<file path="config.mk">
export PLATFORM = sky130hd
export DESIGN_NAME = fsm_stream_sched
export DESIGN_NICKNAME = d
export VERILOG_FILES = /design/src/rtl/fsm_sched_pkg.sv /design/src/rtl/rr_arbiter.sv /design/src/rtl/fsm_stream_sched.sv
export SDC_FILE = /design/constraint.sdc
export NUM_CORES = 1
export LEC_CHECK = 0
export ABC_AREA = 1
export CORE_ASPECT_RATIO = 0.9
export CORE_MARGIN = 5
export CORE_UTILIZATION = 25
export CTS_BUF_LIST = sky130_fd_sc_hd__clkbuf_8
export CTS_CLUSTER_SIZE = 40
export DETAILED_ROUTE_END_ITERATION = 10
export DONT_BUFFER_PORTS = 1
export PLACE_DENSITY = 0.4
export SKIP_LAST_GASP = 1
export SLEW_MARGIN = 10
export SYNTH_ARGS = -nofsm -noshare
export SYNTH_HDL_FRONTEND = slang
export SYNTH_SLANG_ARGS = --single-unit
export TNS_END_PERCENT = 100
</file>
<file path="constraint.sdc">
create_clock -name clk -period 1.71 [get_ports clk]
set_input_delay 0.342 -clock clk [delete_from_list [all_inputs] [get_ports clk]]
set_output_delay 0.342 -clock clk [all_outputs]
set_load 0.03 [all_outputs]
</file>
<file path="src/rtl/fsm_sched_pkg.sv">
// fsm_sched_pkg: shared state encoding, default sizes and round-robin pick helper
package fsm_sched_pkg;
  localparam int DEF_NREQ = 2;
  localparam int DEF_W = 8;
  typedef enum logic [2:0] {IDLE, CLR, SHIFT, DRAIN, DONE} state_e;
  // winner = first set bit searching upward from last+1, modulo n (n <= 8)
  function automatic logic [2:0] rr_pick(input logic [7:0] req, input logic [2:0] last, input int n);
    logic [2:0] w;
    int k;
    w = last;
    for (int i = n; i >= 1; i--) begin
      k = (int'(last) + i) % n;
      if (req[k[2:0]]) w = k[2:0];
    end
    return w;
  endfunction
endpackage

</file>
<file path="src/rtl/rr_arbiter.sv">
// rr_arbiter: combinational round-robin pick over NREQ requests
//   req   - request levels
//   last  - index granted most recently
//   gnt   - one-hot winner (meaningful only when req is nonzero)
//   idx   - winner index
module rr_arbiter import fsm_sched_pkg::*; #(
  parameter int NREQ = DEF_NREQ,
  parameter int IW = (NREQ > 1) ? $clog2(NREQ) : 1
) (
  input  logic [NREQ-1:0] req,
  input  logic [IW-1:0]   last,
  output logic [NREQ-1:0] gnt,
  output logic [IW-1:0]   idx
);
  assign idx = IW'(rr_pick(8'(req), 3'(last), NREQ));
  assign gnt = NREQ'(1) << idx;
endmodule

</file>
<file path="src/rtl/fsm_stream_sched.sv">
// fsm_stream_sched: round-robin sharing of one bit-serial FSM among NREQ word clients
//   clk, rst_n          - clock, async active-low reset
//   req, word_in        - request levels and per-requester W-bit words
//   gnt, done, result   - one-hot grant, one-cycle completion pulse, collected FSM output word
//   busy                - high outside IDLE
//   fsm_clr/valid/inp   - serial FSM clear, bit strobe and data
//   fsm_out             - serial FSM output, FSM_LAT clocks behind fsm_inp
module fsm_stream_sched import fsm_sched_pkg::*; #(
  parameter int NREQ = DEF_NREQ,
  parameter int W = DEF_W,
  parameter int FSM_LAT = 1
) (
  input  logic            clk,
  input  logic            rst_n,
  input  logic [NREQ-1:0] req,
  input  logic [NREQ*W-1:0] word_in,
  output logic [NREQ-1:0] gnt,
  output logic [NREQ-1:0] done,
  output logic [W-1:0]    result,
  output logic            busy,
  output logic            fsm_clr,
  output logic            fsm_valid,
  output logic            fsm_inp,
  input  logic            fsm_out
);
  localparam int CW = $clog2(W + 1);
  localparam int IW = (NREQ > 1) ? $clog2(NREQ) : 1;
  localparam int LW = (FSM_LAT > 0) ? FSM_LAT : 1;
  state_e state_q, state_d;
  logic [NREQ-1:0] gnt_q, gnt_d, arb_gnt;
  logic [IW-1:0] last_q, last_d, arb_idx;
  logic [W-1:0] sh_q, sh_d, res_q, res_d;
  logic [CW-1:0] bit_q, bit_d, cap_q, cap_d;
  logic [LW-1:0] vld_q, vld_d;
  logic cap_v;
  rr_arbiter #(.NREQ(NREQ), .IW(IW)) u_arb (.req(req), .last(last_q), .gnt(arb_gnt), .idx(arb_idx));
  assign gnt = gnt_q;
  assign result = res_q;
  assign busy = state_q != IDLE;
  assign fsm_clr = state_q == CLR;
  assign fsm_valid = state_q == SHIFT;
  assign fsm_inp = fsm_valid & sh_q[0];
  assign done = (state_q == DONE) ? gnt_q : '0;
  // capture strobe is fsm_valid delayed by the FSM latency
  assign vld_d = LW'({vld_q, fsm_valid});
  assign cap_v = (FSM_LAT == 0) ? fsm_valid : vld_q[LW-1];
  always_comb begin
    state_d = state_q;
    gnt_d = gnt_q;
    last_d = last_q;
    sh_d = sh_q;
    res_d = cap_v ? (res_q | (W'(fsm_out) << cap_q)) : res_q;
    bit_d = bit_q;
    cap_d = cap_v ? cap_q + CW'(1) : cap_q;
    case (state_q)
      IDLE: if (|req) begin
        state_d = CLR;
        gnt_d = arb_gnt;
        last_d = arb_idx;
        sh_d = word_in[int'(arb_idx)*W +: W];
      end
      CLR: begin
        state_d = SHIFT;
        bit_d = '0;
        cap_d = '0;
        res_d = '0;
      end
      SHIFT: begin
        sh_d = sh_q >> 1;
        bit_d = bit_q + CW'(1);
        if (bit_q == CW'(W - 1)) state_d = (FSM_LAT > 0) ? DRAIN : DONE;
      end
      DRAIN: if (cap_d == CW'(W)) state_d = DONE;
      DONE: begin
        state_d = IDLE;
        gnt_d = '0;
      end
      default: state_d = IDLE;
    endcase
  end
  always_ff @(posedge clk or negedge rst_n) begin
    if (!rst_n) begin
      state_q <= IDLE;
      gnt_q <= '0;
      last_q <= IW'(NREQ - 1);
      sh_q <= '0;
      res_q <= '0;
      bit_q <= '0;
      cap_q <= '0;
      vld_q <= '0;
    end else begin
      state_q <= state_d;
      gnt_q <= gnt_d;
      last_q <= last_d;
      sh_q <= sh_d;
      res_q <= res_d;
      bit_q <= bit_d;
      cap_q <= cap_d;
      vld_q <= vld_d;
    end
  end
endmodule

</file>
* Yosys cells after proc, flatten, opt, wreduce, memory -nomap -nowiden
Cells that the tools add are included.
** Word-level totals
- Bits in latches :: 0
- Memory bits (writable) :: 0
- Logic and storage cells :: 61
- ROM bits :: 0
- Bits in registers :: 31
- Memories kept :: 0
- Input port bits :: 21
** Operators by class
- Equality and inequality tests :: 9
- Muxes and demuxes :: 20
- Shift-type cells :: 3
- Divide/modulo/power cells :: 0
- Bitwise operators :: 4
- Reduce and logical (&&, ||, !) cells :: 11
- Add/subtract/negate cells :: 4
- $mul :: 0
- Magnitude comparators :: 2
** Operators by type and width (number)
- two-way mux 8 bit :: 3
- case mux 8 bit (2 select lines) :: 1
- variable part select 16 x 5 -> 8 bit :: 1
- case mux 3 bit (4 select lines) :: 1
- two-way mux 3 bit :: 3
- adder 4 x 1 -> 4 bit (second input constant) :: 2
- less-than comparator 3 x 4 -> 1 bit (second input constant) :: 2
- two-way mux 4 bit :: 2
- OR 8 bit :: 1
- case mux 4 bit (2 select lines) :: 1
- nonzero test 2 bit :: 4
- left shift 1 x 4 -> 8 bit :: 1
- equality test 3 x 2 -> 1 bit (second input constant) :: 2
- AND reduction 2 bit :: 3
- binary-select mux 1 bit (select 2 bit) :: 2
- equality test 4 x 3 -> 1 bit (second input constant) :: 1
- equality test 4 bit (second input constant) :: 1
- two-way mux 1 bit :: 4
- two-way mux 2 bit :: 2
- != test 2 bit (second input constant) :: 2
- case mux 2 bit (2 select lines) :: 1
- equality test 3 x 1 -> 1 bit (second input constant) :: 1
- equality test 3 bit (second input constant) :: 1
- zero test 3 bit :: 1
- other kinds (8) :: 10

* Logic depth before layout (Yosys ltp)
Gate-level depths: netlist of the first run.
- Depth in word-level cells :: 9
- Depth in mapped cells :: 10
- Mapped depth without buffers :: 10

* Hierarchy
Synthesis of the first run repeated with hierarchy kept, for this count alone.
** Unflattened totals
- Cell total of the unflattened synthesis :: 204
- Area total of the unflattened synthesis :: 1622.8 um^2
** By module, submodules not included
- fsm_stream_sched :: area an instance 1587.8 um^2, instances 1, cells an instance 196
- rr_arbiter :: area an instance 35.0 um^2, instances 1, cells an instance 8

* Worst setup path before layout of the first run
OpenSTA, ideal clock, no wires.
- Path type :: register to output
- Start :: register state_q[0]
- End :: output port fsm_inp
- Arrival :: 1.093 ns
- Stages on the path, launching flop included :: 4
- Setup slack :: 0.275 ns
- Data required time :: 1.368 ns
- Path through :: dfrtp_1 nor2_4 nand2_4 nor2_1
** Between the ends
- Longest elaborated chain between the ends :: 2
** Ends and longest elaborated chain
- start: declaration :: line fsm_stream_sched.sv:29 : state_e state_q, state_d;
- start signal: assignment :: line fsm_stream_sched.sv:92 : state_q <= state_d;
- equality test 3 x 2 -> 1 bit :: line fsm_stream_sched.sv:41 : assign fsm_valid = state_q == SHIFT;
- AND 1 bit :: line fsm_stream_sched.sv:42 : assign fsm_inp = fsm_valid & sh_q[0];
- end: declaration :: line fsm_stream_sched.sv:23 : output logic fsm_inp,
Every way passes these cells.

* Final worst setup path of the first run
- Start :: register state_q[1]
- End :: output port fsm_clr
** Between the ends
- Longest elaborated chain between the ends :: 1
** Ends and longest elaborated chain
- equality test 3 x 1 -> 1 bit :: line fsm_stream_sched.sv:40 : assign fsm_clr = state_q == CLR;
- end: declaration :: line fsm_stream_sched.sv:21 : output logic fsm_clr,
Every way passes these cells.

==> results.txt, run 1 <==
- Synthesis warning total: 0
* First drt pass iteration count: 4
- Once the floorplan was initialized, standard cells occupied 25.72% of the core.
- Averaged over all synthesized cells, the footprint is 8.457 um2.
- Total length of routed wires: 3544 um
- Ranked by instance count, the synthesized netlist is headed by sky130_fd_sc_hd__nand2_1, sky130_fd_sc_hd__dfrtp_1, sky130_fd_sc_hd__inv_1.
- Routed WL per cell: 12.14 um
- Setup slack on the worst reg-to-reg path comes out at 0.31 ns.
- In this run the clock root is driven by a sky130_fd_sc_hd__clkbuf_8.
- 0 antenna diodes ended up in the layout.
* Cts bufs inserted: 5
- For this block, the via count after detailed routing is 1,192.
- Antenna violation net count after detailed routing: 0
- In this run the tightest slew margin relative to its limit is 78.04%.
* Max-cap violation count: 0
* Setup_tns: 0 ns
* Post-place setup slack: 0.3087 ns
- Vias in the first global route: 1,218
- For this block, the initial DRC count from the detailed router was 44.
- In the routed layout, each cell is associated on average with a via count of 4.082.
* Worst clock skew on the final layout: 0.003589 ns
- Most numerous cell in the Yosys netlist: sky130_fd_sc_hd__nand2_1
- Post-layout worst setup margin: 0.09766 ns
- Number of buffers inserted by port buffering: 0
* Kind of start point of the critical path: flop
* Worst path required time: 1.37 ns
- In this run the worst path has a maximum fanout of 12.
- The number of nets handed over by synthesis was 210.
- DP HPWL: 2661 um
- The startpoint identified for the worst register-to-register timing path is cap_q[1]$_DFF_PN0_.
- Post-synthesis cell type with the largest combined area: sky130_fd_sc_hd__dfrtp_1
* Launching instance or port of the critical path: state_q[1]$_DFFE_PN0P_
- The worst register-to-register path ends at state_q[1]$_DFFE_PN0P_.
- # setup viols final: 0
- Flop and latch count out of synthesis: 31
* Remaining routing DRC violations: 0
- After routing the design area is 1889 um2.
- Post-synthesis cell count: 187
- In the final design database the tool counted 227 nets.
* Share of the core filled with cells in the final layout: 30.73%
- Period minus WS final: 1.612 ns
* Layout cell share with drive strength beyond 1: 25.85%
- From bottom edge to top edge, the die measures 85.46 um.
- Area Growth Syn to Fin: 19.46%
- CTS H-Tree Depth: 2
- The final critical path takes up 94.29% of the cycle.
- In the global route stage, overall resource usage came out at 9.782%.
* Number of max-slew violations in the final report: 0
* Die Outline Area: 8019 um2
* First-pass GRT wire length: 6203 um
- The mapped netlist covers 1582 um2.
- Sorting the synthesized cells by area gives the leading types as sky130_fd_sc_hd__dfrtp_1, sky130_fd_sc_hd__nand2_1, sky130_fd_sc_hd__inv_1.
- In this run the static leakage power is 0.9161 nW.
* Final hold violation count: 0
- In this run, synthesis inferred 0 flip-flops with an integrated enable.
- Pwr Density: 1755 nW/um2
* Worst-skew pair later-pin latency: 0.27 ns
- Die Wd: 93.84 um
- Pin count of the biggest net entering global routing: 32
- Data on the critical path arrives at its endpoint at 1.27 ns.
- Standard-cell row count: 27
- Setup repair after global routing missed its margin: false
- Maximum count of clock buffers along a single path: 2
* CTS sink cnt: 31
- 37 I/O pins were placed.
- IR analysis of the VDD net gives a maximum drop of 0.5859 mV.
* Remaining global-route overflow: 0
- Yosys top cell area share: 47.47%
* Cell area after placement: 1734 um2
- Timing would allow up to 0.6202 GHz.
- CTS tree: done
- Worst Path Class, Setup: flop to primary output
* Clock transition at the registers of the reported paths: 0.07 ns
* Tightest Pin Transition: 0.3295 ns
* Number of cells on the worst hold path: 2
- The congestion estimate from routability-driven global placement came to 0.7428.
- Primary flip-flop cell chosen by synthesis mapping: sky130_fd_sc_hd__dfrtp_1
- Crit path capture: fsm_clr
- Worst hold path type: input port to flop
- Yosys mapped the design onto 31 distinct sky130hd cell types.
- Of all flip-flops after synthesis, the portion carrying an async set or reset was 100.0%.
- Number of cells on the worst reg-to-reg path: 10
- Std-Cell Core Area: 6148 um2
- Sequential elements use 49.13% of the synthesized area.
- The worst setup path is captured at a primary output.
* Outcome: complete, no violations
- The number of antenna violations at the first check in global routing was 0.
==> power breakdown <==
| part | switching, mW | internal [mW] | total (mW) |
|---|---|---|---|
| sequential | 0.270 | 0.996 | 1.27 |
| combinational | 0.925 | 0.502 | 1.43 |
| clock | 0.262 | 0.361 | 0.623 |
==> per-stage QoR <==
stage / instances / power, mW / hold WS, ns
floorplan: 187 / 2.335 / 0.04641
global placement: 280 / 2.685 / 0.04719
detailed placement: 280 / 2.663 / 0.04716
CTS: 290 / 3.334 / 0.1824
global route: 292 / 3.626 / 0.1818
finish: 292 / 3.316 / 0.1980
==> state kept, by name, indices dropped and copies added (netlist names) <==
register	count
bit_q	4
gnt	2
cap_v	1
state_q	3
last_q	1
sh_q	8
result	8
cap_q	4
==> worst max-delay path, stage by stage (launching register included) <==
cell and delay, ns:
sky130_fd_sc_hd__dfrtp_2 0.45, sky130_fd_sc_hd__inv_2 0.12, sky130_fd_sc_hd__nand3_2 0.14, sky130_fd_sc_hd__inv_2 0.29
==> final cells by class <==
type | instances | area (um2)
clock buffer | 7 | 96.34
multi-input combinational | 129 | 699.4
fill | 679 | 4259
tap | 87 | 108.9
sequential | 31 | 779.5
clock inverter | 1 | 3.754
inverter | 25 | 96.34
timing repair buffer | 12 | 105.1
==> placed cells by master (no fill, tap or decap), drive strengths merged, types with 7 or more instances in the layout <==
master / Yosys / final
dfrtp: 30 / 30
nand2: 58 / 58
nor2: 26 / 26
buf: 2 / 11
nand3: 9 / 9
inv: 25 / 26
nand4: 8 / 8
a21oi: 9 / 9
clkbuf: 0 / 7
==> cells by family after synthesis <==
| kind of cell | share of synthesized area (%) |
|---|---|
| AOI/OAI and AO/OA | 7.674 |
| xor gates and xnor gates | 0.5539 |
| adders and majority gates | 1.582 |
| buffers and inverters | 7.120 |
| DFF | 49.13 |
| and+or+nand+nor | 33.94 |
==> per-layer routing <==
layer | vias up | share of wire (%) | GRT usage [%]
met1 | 539 | 49 | 12.85
met4 | 0 | 0.76 | 3.150
met5 | - | 0 | 0
met2 | 22 | 45 | 14.44
met3 | 2 | 5.8 | 4.167
li1 | 629 | - | -
==> worst min path at each step <==
stage | startpoint | to | slack [ns]
2_1_floorplan | rst_n | bit_q[0]$_DFFE_PN0P_ | 0.05
3_3_place_gp | rst_n | result[5]$_DFFE_PN0P_ | 0.05
3_5_place_dp | rst_n | result[5]$_DFFE_PN0P_ | 0.05
4_1_cts | word_in[7] | sh_q[7]$_DFFE_PN0P_ | 0.18
5_1_grt | word_in[4] | sh_q[4]$_DFFE_PN0P_ | 0.18
6_report | word_in[7] | sh_q[7]$_DFFE_PN0P_ | 0.20
==> what timing repair did <==
| item | CTS | global route |
|---|---|---|
| hold endpoints to repair | 31 | 0 |
| endpoints found under the setup margin | 0 | 4 |
| hold buffers | 2 | 0 |
| setup buffers | 0 | 2 |
| resized for setup | 0 | 5 |
No activity file was read; power rests on OpenSTA's default activity.
==> inputs of run 2 (changes only) <==
ABC_AREA = 0   (was 1)
CORE_ASPECT_RATIO = unset   (was 0.9)
==> results.txt, run 2 <==
- In the post-synthesis netlist, the cell with the most instances is sky130_fd_sc_hd__dfrtp_1.
- Final weighted congestion in routability-driven placement: 0.7284
- CTS sink cnt: 31
- In this run the power density over the cells is 1687 nW/um2.
* Remaining global-route overflow: 0
- For the final database, setup skew stands at 0.003650 ns.
- STA classifies the critical path startpoint as a flop.
- Tightest Pin Transition: 0.4994 ns
- Via count: 1,241
- Starting utilization of the core area: 25.45%
- Antenna violation net count after detailed routing: 0
- Total global-route track usage: 9.394%
- Crit path capture: busy
* Reg-to-reg critical path endpoint: sh_q[3]$_DFFE_PN0P_
* Maximum fanout along the worst path: 7
- Remaining routing DRC violations: 0
- Summed over all nets, the half-perimeter wirelength after detailed placement is 2706 um.
- After routing the design area is 1933 um2.
* Minimum setup slack among reg-to-reg paths: 0.14 ns
* Std-Cell Core Area: 6314 um2
- Library cells used by synthesis: 46
- Counting flops with a built-in enable in the synthesized netlist gives 0.
- Primary flip-flop cell chosen by synthesis mapping: sky130_fd_sc_hd__dfrtp_1
- Measured in cells, the most critical reg-to-reg path has a length of 5.
- The top cell types in the final layout, fill and taps aside, are sky130_fd_sc_hd__dfrtp_1, sky130_fd_sc_hd__buf_4, sky130_fd_sc_hd__nor2_1, sky130_fd_sc_hd__nand3_1, sky130_fd_sc_hd__a21oi_1.
- The floorplan has 29 rows.
* Cells along the critical path: buf_4 > nor3_4 > inv_2
* Count of inserted antenna diode cells: 0
- sky130_fd_sc_hd__dfrtp_1 takes more of the synthesized area than any other cell.
- Clk root buf: sky130_fd_sc_hd__clkbuf_8
- The final critical path takes up 96.37% of the cycle.
- After detailed routing, the total wire length is 3810 um.
- Among all stages on the critical path, the largest delay is contributed by sky130_fd_sc_hd__dfrtp_2.
- Derived from the worst setup path, the maximum achievable clock frequency is 0.6069 GHz.
- In this run the static leakage power is 0.8656 nW.
- The floorplan step set the die height to 90.17 um.
- The post-route netlist has 23.98% of its cells at a drive strength greater than 1.
* Worst Path Class, Setup: flop to primary output
- Clock transition at the registers of the reported paths: 0.06 ns
* Post-layout net count: 193
- Die Outline Area: 8130 um2
- Sorting the synthesized cells by how often they occur yields sky130_fd_sc_hd__dfrtp_1, sky130_fd_sc_hd__nor2_1, sky130_fd_sc_hd__nand3_1.
- Entering global routing, the biggest net connects 32 pins.
* Area Growth Syn to Fin: 20.33%
- Post-synthesis net count: 176
- The critical path starts at state_q[2]$_DFFE_PN0P_.
* Max-cap violation count: 0
- Final hold analysis gives a worst-case slack of 0.1257 ns.
- Worst-skew pair later-pin latency: 0.28 ns
- Sorting the synthesized cells by area gives the leading types as sky130_fd_sc_hd__dfrtp_1, sky130_fd_sc_hd__o2111ai_1, sky130_fd_sc_hd__nand3_1.
- Using the TritonRoute via totals, the vias-per-cell ratio works out to 5.004.
* # setup viols final: 0
- TritonCTS built the clock tree.
- Number of antenna violations at the first check in global routing: 0
- IO Pins: 37
* Number of max-slew violations in the final report: 0
- The die is 90.17 um wide.
- The count of buffers added on input and output ports is 0.
- Period minus WS final: 1.648 ns
- Number of cells after detailed placement: 234
- IR drop worst, VDD: 0.5584 mV
- Setup repair after global routing missed its margin: true
- In this run, synthesis produced a sequential element count of 31.
- Counting flops with an async set or reset pin after synthesis yields a share of 100.0%.
- The worst setup path is captured at a primary output.
- Sequential-to-total area share from yosys stat: 48.36%
- For this run, the detailed router's first-pass iteration total came to 4.
- In this run the mean area of a mapped cell was 10.50 um2.
- Headroom to the max-slew limit came out at 66.52%.
* Final hold violation count: 0
- Leaving out fill and tap cells, the most frequent cell in the layout is sky130_fd_sc_hd__dfrtp_1.
- Post-synthesis cell count: 153
- Crit-path max cell delay: 0.45 ns
- In this run the cell area measured after placement is 1735 um2.
- Yosys top cell area share: 46.73%
- In this run, CTS created clock tree buffers numbering 5.
- First-pass GRT wire length: 6272 um
- Maximum count of clock buffers along a single path: 2
* CP arrival: 1.31 ns
- The H-tree was split into 2 levels.
- Outcome: complete, no violations
- The startpoint identified for the worst hold timing path is req[0].
- For this block, the initial DRC count from the detailed router was 64.
* Startpoint of the worst-slack reg-to-reg timing path: state_q[2]$_DFFE_PN0P_
- The tightest min-delay check is of the input port to flop type.
- For this run, the number of Yosys warnings is 0.
- Cell area after synthesis: 1607 um2
- Layout Cells excl Fill: 248
* Routed WL per cell: 15.36 um
- For the worst setup path, the data required time is 1.37 ns.
- Vias in the first global route: 1,321
## run 2: worst min path at each step
| stage | end | slack [ns] | cells after the start |
|---|---|---|---|
| 2_1_floorplan | bit_q[0]$_DFFE_PN0P_ | 0.05 | 0 |
| 3_3_place_gp | cap_q[2]$_DFF_PN0_ | 0.05 | 0 |
| 3_5_place_dp | cap_q[2]$_DFF_PN0_ | 0.05 | 0 |
| 4_1_cts | last_q$_DFFE_PN1P_ | 0.12 | 1 |
| 5_1_grt | last_q$_DFFE_PN1P_ | 0.11 | 1 |
| 6_report | last_q$_DFFE_PN1P_ | 0.13 | 1 |
## run 2: layout make-up
type                       count  area (um2)
clock buffer                   7       96.34
sequential                    31       779.5
timing repair buffer          18       182.7
fill                         672        4380
tap                           77       96.34
multi-input combinational    106       744.5
inverter                       8       30.03
clock inverter                 1       3.754
## run 2: stage by stage
step                TNS [ns]  power [mW]  util, %  setup WS, ns
finish                     0       3.261    30.62       0.06215
global route        -0.01124       3.477    30.62      -0.01124
CTS                        0       3.296    30.36      0.008553
detailed placement         0       2.524    27.49        0.1824
global placement           0       2.497    27.49        0.2193
floorplan                  0       2.241        -       0.04185
## run 2: critical path, delay by kind of cell, from the launching register on
family | cells | cell delay [ns]
flip-flops | 1 | 0.45
AND/OR/NAND/NOR | 1 | 0.26
buffers and inverters | 2 | 0.31
## run 2: logic make-up (layout without fill, tap and decap cells)
kind of cell    count (synthesis)  in the layout  share of synthesized area (%)
xor+xnor                        5              5                          2.726
compound gates                 36             36                          15.27
flops                          31             31                          48.36
fa+ha+maj                       2              2                          1.557
simple gates                   58             58                          23.13
mux                             5              5                          3.504
buf+inv                        16             34                          5.451
## run 2: layer usage
| metal | up-vias | GRT usage (%) | part of all wire [%] |
|---|---|---|---|
| met3 | 7 | 2.838 | 3.6 |
| met5 | - | 0 | 0 |
| li1 | 592 | - | - |
| met4 | 0 | 4.094 | 1.8 |
| met1 | 624 | 11.09 | 44 |
| met2 | 18 | 15.67 | 50 |
## run 2: what timing repair did
item	CTS	global route
gates resized for setup	6	1
setup endpoints to repair	5	4
setup buffers	1	2
cloned	1	0
hold endpoints to repair	31	0
pin swaps	2	1
hold buffers	2	0
## run 2: power breakdown
group,leakage [nW],total [mW],switching [mW],internal [mW]
registers,0.398,1.47,0.434,1.03
clock network,0.0557,0.623,0.262,0.361
logic,0.412,1.17,0.576,0.594
==> inputs of run 3 (changes only) <==
ABC_CLOCK_PERIOD_IN_PS = 1650   (was unset)
clock period = 1.65 ns   (was 1.71 ns; I/O delays follow)
==> results.txt, run 3 (same netlist as run 2, synthesis figures left out) <==
- After legalization and detailed placement, the total HPWL measured 2731 um.
- Period minus WS final: 1.626 ns
- Standard-cell row count: 29
- Across the routed clock network, the largest skew measured is 0.007883 ns.
- First-pass GRT wire length: 6686 um
- Area of the multi-input gates: 749.5 um2
* Fmax: 0.6150 GHz
* Total global-route track usage: 10.17%
- Port buffering added 0 buffers.
- Wires add up to 4014 um.
* Cell area after placement: 1749 um2
- Buffers inserted during clock tree synthesis total 5.
- Setup repair after global routing missed its margin: true
* Final weighted congestion in routability-driven placement: 0.7516
- The critical path is of the flop to primary output type.
- The total area inside the core boundary comes to 6314 um2.
- After clock tree synthesis, the clock-pin slew on the worst setup and hold paths is 0.07 ns.
- In this run, placement finished with an instance count of 234.
* Die Wd: 90.17 um
* Total power of the final layout: 3.442 mW
- After the last flow step, the layout net total stands at 201.
- At the pin with the least slew margin, the transition time is 0.7386 ns.
* Remaining global-route overflow: 0
- # setup viols final: 0
* Die Outline Area: 8130 um2
* Number of antenna violations at the first check in global routing: 0
- Number of max-slew violations in the final report: 0
- Worst-skew pair later-pin latency: 0.28 ns
* Setup_tns: 0 ns
- Leakage power total: 0.9213 nW
- In this run, the number of DRC markers left after iteration 0 of detailed routing was 27.
- In this run the worst path has a maximum fanout of 7.
* Remaining routing DRC violations: 0
* CTS tree: done
- CP arrival: 1.30 ns
- In this run the most critical hold path is launched from req[0].
- Seq. cell area: 780.7 um2
* CTS sink cnt: 31
* Worst slew margin relative to its limit: 50.66%
* Area Growth Syn to Fin: 26.95%
- Height of the die: 90.17 um
- In this run the remaining antenna-violating nets after routing total 0.
* Worst setup EP type: primary output
- The pre-antenna-repair detailed-routing pass consisted of 4 iterations.
- Dividing the detail-routed wire length by the instance count gives 15.68 um.
- For this design the ratio of total power to cell area is 1688 nW/um2.
- The number of global-route vias before repair came to 1,353.
- Final hold violation count: 0
- In the routed layout, each cell is associated on average with a via count of 4.867.
* Layout Cells excl Fill: 256
* Worst hold path type: input port to flop
- The library cell used most frequently in the layout, excluding fill and tap cells, is sky130_fd_sc_hd__dfrtp_1.
- Clk root buf: sky130_fd_sc_hd__clkbuf_8
* IR drop worst, VDD: 0.5627 mV
- Max-cap violation count: 0
- Hold timing on the final database bottoms out at a slack of 0.1036 ns.
- Via count: 1,246
* Startpoint of the worst-slack reg-to-reg timing path: state_q[0]$_DFFE_PN0P_
* Commonest cells after routing, fill and taps aside: sky130_fd_sc_hd__dfrtp_1, sky130_fd_sc_hd__buf_4, sky130_fd_sc_hd__nor2_1, sky130_fd_sc_hd__nand3_1, sky130_fd_sc_hd__a21oi_1
- The final critical path takes up 98.55% of the cycle.
- Layout cell share with drive strength beyond 1: 28.49%
* Kind of start point of the critical path: flop
* Starting utilization of the core area: 25.45%
* Finished Cell Area: 2039 um2
* Count of inserted antenna diode cells: 0
- Counting along the longest clock path gives a buffer depth of 2.
- The run finished with clean final reports.
- IO Pins: 37
* CTS H-Tree Depth: 2
* Worst path required time: 1.32 ns
- The layout has 679 filler cells.
- The most critical setup path has its startpoint at state_q[1]$_DFFE_PN0P_.
- Entering global routing, the biggest net connects 32 pins.
-- run 3: where the power goes --
group	total (mW)	switching [mW]	internal (mW)
Clock	0.774	0.285	0.488
Sequential	1.43	0.378	1.05
Combinational	1.24	0.605	0.634
Total	3.44	1.27	2.17
-- run 3: final cells by class --
class,instances,area share (%)
Clock buffer,6,4.049
Clock inverter,2,1.718
Inverter,8,1.472
Multi-Input combinational cell,106,36.75
Sequential cell,31,38.28
Tap cell,77,4.724
Timing Repair Buffer,26,13.01
-- run 3: through the flow --
stage / utilization, % / worst slack [ns]
after floorplan: - / 0.05783
after global placement: 27.71 / 0.2091
after detailed placement: 27.71 / 0.1853
after CTS: 32.01 / 0.005703
after global routing: 32.30 / -0.04953
final: 32.30 / 0.02385
-- run 3: what timing repair did --
action                                 4_1_cts  5_1_grt
cloned                                       1        0
pin swaps                                    4        2
hold buffers                                 2        0
setup endpoints to repair                    6        4
setup buffers                                9        2
endpoints found under the hold margin       31        0
gates resized for setup                     10        1
-- run 3: critical path: stages (launching register included) --
cell	delay [ns]
sky130_fd_sc_hd__dfrtp_2	0.46
sky130_fd_sc_hd__buf_6	0.14
sky130_fd_sc_hd__nor3b_4	0.24
sky130_fd_sc_hd__buf_12	0.17
-- run 3: metal layers --
metal	part of all wire [%]	track usage [%]
met1	44	12.33
met4	1.5	4.467
met3	3.1	2.504
met5	0	0
met2	51	17.01
-- run 3: worst paths after layout --
check | endpoint | cells past startpoint | slack [ns]
min | last_q$_DFFE_PN1P_ | 1 | 0.10
max in group asynchronous | last_q$_DFFE_PN1P_ | 2 | 0.92
max reg2reg | state_q[0]$_DFFE_PN0P_ | 4 | 0.11
min reg2reg | sh_q[4]$_DFFE_PN0P_ | 2 | 0.48
max | fsm_clr | 3 | 0.02
min in group asynchronous | state_q[0]$_DFFE_PN0P_ | 2 | 0.49
